[config.mk]
export PLATFORM = sky130hd
export DESIGN_NAME = apple_spawner
export DESIGN_NICKNAME = d
export VERILOG_FILES = /design/src/rtl/apple_spawner.sv
export SDC_FILE = /design/constraint.sdc
export NUM_CORES = 1
export LEC_CHECK = 0
export ABC_AREA = 1
export CORE_MARGIN = 2
export CORE_UTILIZATION = 45
export CTS_BUF_LIST = sky130_fd_sc_hd__clkbuf_4 sky130_fd_sc_hd__clkbuf_8
export DETAILED_ROUTE_END_ITERATION = 7
export MAX_ROUTING_LAYER = met4
export PLACE_DENSITY = 0.72
export SKIP_CTS_REPAIR_TIMING = 1
export SLEW_MARGIN = 20
export SYNTH_ARGS = -nofsm -noshare
export SYNTH_HDL_FRONTEND = slang
export SYNTH_SLANG_ARGS = --single-unit
[constraint.sdc]
create_clock -name clk -period 4.4 [get_ports clk]
set_input_delay 1.32 -clock clk [delete_from_list [all_inputs] [get_ports clk]]
set_output_delay 1.32 -clock clk [all_outputs]
set_load 0.02 [all_outputs]
[src/rtl/apple_spawner.sv]
// Apple placement for the snake game: holds the committed apple cell, hunts for a free
// replacement cell with an LFSR + occupancy handshake, and draws the apple square.
module apple_spawner #(
  parameter int          BIT     = 10,
  parameter int          CELL    = 20,
  parameter int          GRID_W  = 32,
  parameter int          GRID_H  = 24,
  parameter int          INSET   = 2,
  parameter logic [2:0]  COLOR   = 3'b100,
  parameter logic [15:0] SEED    = 16'hACE1,
  parameter int          INIT_GX = 10,
  parameter int          INIT_GY = 12,
  localparam int         GXB     = (GRID_W > 1) ? $clog2(GRID_W) : 1,
  localparam int         GYB     = (GRID_H > 1) ? $clog2(GRID_H) : 1
) (
  input  logic           clk,
  input  logic           rst_n,
  input  logic           frame_tick,
  input  logic           eaten,
  input  logic [BIT-1:0] x_pos,
  input  logic [BIT-1:0] y_pos,
  output logic           check_req,
  output logic [GXB-1:0] cand_gx,
  output logic [GYB-1:0] cand_gy,
  input  logic           check_ack,
  input  logic           check_hit,
  output logic [GXB-1:0] apple_gx,
  output logic [GYB-1:0] apple_gy,
  output logic           apple_valid,
  output logic           apple_active,
  output logic [2:0]     rgb,
  output logic [7:0]     spawn_count
);

  typedef enum logic [1:0] {SHOW, GEN, CHECK, ARM} state_t;

  localparam int         AW     = BIT + 1;
  localparam logic [8:0] GW9    = 9'(GRID_W);
  localparam logic [8:0] GH9    = 9'(GRID_H);
  localparam logic [AW-1:0] CELL_W = AW'(CELL);
  localparam logic [AW-1:0] INS_LO = AW'(INSET);
  localparam logic [AW-1:0] INS_HI = AW'(CELL - INSET);

  state_t         state_q;
  logic [15:0]    lfsr_q, lfsr_d;
  logic [GXB-1:0] cand_gx_q, apple_gx_q, rx;
  logic [GYB-1:0] cand_gy_q, apple_gy_q, ry;
  logic           check_req_q, apple_valid_q, apple_active_q;
  logic [7:0]     spawn_count_q;
  logic           cand_ok;
  logic [AW-1:0]  ax, ay, px, py;
  logic           in_x, in_y;

  // Galois form, shifting right; runs every cycle so the retry sequence never stalls.
  assign lfsr_d  = {1'b0, lfsr_q[15:1]} ^ (lfsr_q[0] ? 16'hB400 : 16'h0000);
  assign rx      = lfsr_q[GXB-1:0];
  assign ry      = lfsr_q[GXB+GYB-1:GXB];
  assign cand_ok = ({{(9-GXB){1'b0}}, rx} < GW9) && ({{(9-GYB){1'b0}}, ry} < GH9);

  always_ff @(posedge clk) begin
    if (!rst_n) begin
      state_q       <= SHOW;
      lfsr_q        <= SEED;
      apple_gx_q    <= GXB'(INIT_GX);
      apple_gy_q    <= GYB'(INIT_GY);
      apple_valid_q <= 1'b1;
      check_req_q   <= 1'b0;
      cand_gx_q     <= '0;
      cand_gy_q     <= '0;
      spawn_count_q <= 8'd0;
    end else begin
      lfsr_q <= lfsr_d;
      case (state_q)
        SHOW: if (eaten) begin
          apple_valid_q <= 1'b0;
          state_q       <= GEN;
        end
        GEN: if (cand_ok) begin
          cand_gx_q   <= rx;
          cand_gy_q   <= ry;
          check_req_q <= 1'b1;
          state_q     <= CHECK;
        end
        CHECK: if (check_ack) begin
          check_req_q <= 1'b0;
          state_q     <= check_hit ? GEN : ARM;
        end
        // Commit only at vertical blank so the apple never moves mid-frame.
        ARM: if (frame_tick) begin
          apple_gx_q    <= cand_gx_q;
          apple_gy_q    <= cand_gy_q;
          apple_valid_q <= 1'b1;
          spawn_count_q <= spawn_count_q + 8'd1;
          state_q       <= SHOW;
        end
        default: state_q <= SHOW;
      endcase
    end
  end

  assign ax   = {{(AW-GXB){1'b0}}, apple_gx_q} * CELL_W;
  assign ay   = {{(AW-GYB){1'b0}}, apple_gy_q} * CELL_W;
  assign px   = {1'b0, x_pos};
  assign py   = {1'b0, y_pos};
  assign in_x = (px >= ax + INS_LO) && (px < ax + INS_HI);
  assign in_y = (py >= ay + INS_LO) && (py < ay + INS_HI);

  always_ff @(posedge clk) begin
    if (!rst_n) begin
      apple_active_q <= 1'b0;
    end else begin
      apple_active_q <= apple_valid_q && in_x && in_y;
    end
  end

  assign check_req    = check_req_q;
  assign cand_gx      = cand_gx_q;
  assign cand_gy      = cand_gy_q;
  assign apple_gx     = apple_gx_q;
  assign apple_gy     = apple_gy_q;
  assign apple_valid  = apple_valid_q;
  assign apple_active = apple_active_q;
  assign rgb          = COLOR;
  assign spawn_count  = spawn_count_q;

endmodule

==> run_results.csv <==
group,metric,value,unit
setup_path,cp_top_family,"adder cells",
floorplanning,design.core.area,0.00631,sq mm
logic_synthesis,yosysTopAreaCellShare,33.6,%
clock_network,clk_latency,300,ps
detailed_routing,drc,0,
floorplanning,rows,29,
placed_design,gp_congestion,0.864,
timing,setup_tns,0,ps
floorplanning,dieArea,0.00714,sq mm
timing,setup_slack,1420,ps
setup_path,cp_slowest_stage_delay,570,ps
timing,setup_viol,0,
floorplanning,die_y,84.5,um
final_layout,final_cells,502,
logic_synthesis,synth_xor_area_share,2.70,%
clock_network,numCtsBuffers,5,
logic_synthesis,netlist_top_cells_count,"nand2_1 (64), dfxtp_1 (49), ha_1 (44), inv_1 (44), a21oi_1 (36)",
detailed_routing,vias_per_cell,4.98,
logic_synthesis,synth_top_family_by_area,"simple AND/OR/NAND/NOR gates",
setup_path,path_cells,"ha_1, ha_1, fa_1, nand3_1, or2_2, o21ai_0, inv_1, ha_1, and3_1, nand3_1, nand3_1, nor2_1, nand2_1, nor2_1",
placed_design,dp.cells,494,
detailed_routing,drtIter0Drc,66,
final_layout,drive_gt1_share,6.12,%
run_status,status,"completed",
logic_synthesis,synth_compound_area_share,12.7,%
logic_synthesis,synth.largest_area_cell,"dfxtp_1",
detailed_routing,postRouteAntennaNets,0,
timing,fin_crit,2980,ps
logic_synthesis,syn_avg_cell_area,7.82,sq um
logic_synthesis,yosys.area_share.simple,22.1,%
global_route,grt_max_degree,28,
global_route,grt_antenna_before_repair,0,
final_layout,multi_input_area,0.00169,sq mm
timing,tightest_slew,684,ps
clock_network,ctsHtreeMaxLevel,2,
logic_synthesis,synth_cells,373,
power_and_ir_drop,p_total,0.00155,W
clock_network,cts_tree,"built",
detailed_routing,vias,2502,
floorplanning,initial_utilization,46.2,%
logic_synthesis,synth.most_common_cell,"nand2_1",
setup_path,arrival,3220,ps
global_route,grt_usage,18.2,%
floorplanning,die_x,84.5,um
logic_synthesis,yosysWarnings,0,
logic_synthesis,ys.flop_type,"dfxtp_1",
setup_path,cp.required,4640,ps
setup_path,crit_path_top_delay_cell,"fa_1",
clock_network,cts.sinks,49,
power_and_ir_drop,ir_drop,0.000239,V
timing,skew,7.18,ps
timing,fin_crit_sh,67.8,%
detailed_routing,first_pass_iters,4,
run,max-cap-violations,0,
logic_synthesis,synthMuxAreaShare,0,%
clock_network,cts_buffer_depth,2,
final_layout,syn_to_final_growth,23.7,%
logic_synthesis,synthArstFlopShare,0,%
final_layout,fillers,590,
timing,rsz0062_at_grt,"no",
global_route,grt_pass1_vias,2394,
global_route,gr-total-overflow,0,
clock_network,cts_root_buf,"clkbuf_8",
final_layout,antenna_cells,0,
clock_network,clkSlewWorstSetupHoldPaths,100,ps
logic_synthesis,ys_seq_area_share,33.6,%
setup_path,critical_path_class,"reg -> reg",
detailed_routing,wirelength,6.08,mm
power_and_ir_drop,p_leak,1.68,nW
logic_synthesis,synth-edff-count,0,
global_route,grt_pass1_wl,10.5,mm
logic_synthesis,synth_cell_types,33,
timing,hold_viol,0,
setup_path,worst-path-buf-inv,1,
detailed_routing,wl_per_cell,12.1,um
placed_design,dp_hpwl,4.79,mm
timing,fmax,335,MHz
placed_design,portBuffers,54,
logic_synthesis,netlist_area,0.00292,sq mm
placed_design,dp_slack,1420,ps
floorplanning,io_pins,60,
setup_path,crit_fanout,4,
power_and_ir_drop,power_density,429,mW/mm^2
timing,timing.slew.headroom,54.4,%
timing,slew_viol_final,0,
setup_path,crit_path_end_kind,"flop",
hold_path,hp-class,"reg -> reg",
final_layout,regArea,981,sq um
logic_synthesis,synth-seq-cells,49,
setup_path,startpoint_type,"flop",
final_layout,fin_nets,496,
logic_synthesis,yosys-top-cells-area,"dfxtp_1 (34%), ha_1 (19%), nand2_1 (8.2%)",
logic_synthesis,synthAdderAreaFrac,20.2,%
[report_power, final]
part           total, W  switching [W]  internal [W]
Clock          0.000331       0.000158      0.000174
Combinational  0.000673       0.000374      0.000299
Sequential     0.000545      0.0000472      0.000498
[final timing paths]
path / startpoint / end / slack, ps / cells past startpoint
max: apple_gx[3] / apple_active / 1420 / 14
min: lfsr_q[12] / lfsr_q[11] / 420 / 1
max reg2reg: apple_gx[3] / apple_active / 1420 / 14
min reg2reg: lfsr_q[12] / lfsr_q[11] / 420 / 1
[layout by cell type, fill, tap and decap left out, types with 2 or more instances in the layout]
master and n:
a21oi_1 36, inv_1 44, inv_6 2, or2_2 5
nor3_1 3, dfxtp_1 49, inv_2 2, xnor2_1 6
nand2_1 64, xor2_1 3, a21o_1 6, clkbuf_8 5
fa_1 2, conb_1 3, nor2_4 2, nand2_2 2
ha_1 44, o21ai_0 21, nand3_1 24, nor2_1 29
nand4_1 5, and3_1 3, clkdlybuf4s50_1 54
[through the flow]
stage	util (%)	hold WS, ps	cell area (sq um)
2_1_floorplan	-	390	2920
5_1_grt	57.1	455	3610
6_report	57.1	423	3610
4_1_cts	57.1	428	3610
3_5_place_dp	55.3	403	3490
3_3_place_gp	55.3	395	3490
[routing by layer]
layer | wire, um | track usage (%)
met5 | 0 | -
met4 | 22 | 4.04
met1 | 2860 | 22.5
met2 | 2950 | 30.9
met3 | 254 | 3.44
[area by class of cell]
| class | instances | area share [%] |
|---|---|---|
| clock buffers | 5 | 1.91 |
| multi-input cells | 267 | 46.9 |
| well taps | 77 | 2.67 |
| inverters | 46 | 4.79 |
| clock inverters | 3 | 1.32 |
| flip-flops and latches | 49 | 27.2 |
| repair buffers | 55 | 15.2 |
[registers in the layout (all words and copies together) (netlist names)]
name and flops:
check_req 1, state_q 2, cand_gx 5, apple_valid 1
cand_gy 5, lfsr_q 16, apple_gx 5, apple_active 1
apple_gy 5, spawn_count 8
[worst register-to-register path, delay by kind of cell (launching register included)]
family	cells	cell delay, ps
adders and majority gates	4	1340
and+or+nand+nor	8	980
DFF	1	400
AOI/OAI and AO/OA	1	150
buffers and inverters	1	60
[cells by family (layout without fill, tap and decap cells)]
logic type,after synthesis,in the layout
flip-flops,49,49
AO/OA/AOI/OAI,67,67
adder cells (fa/ha/maj),46,46
buffers and inverters,58,109
AND/OR/NAND/NOR,142,142
other,2,3
XOR/XNOR,9,9
(Power assumes the default switching activity.)
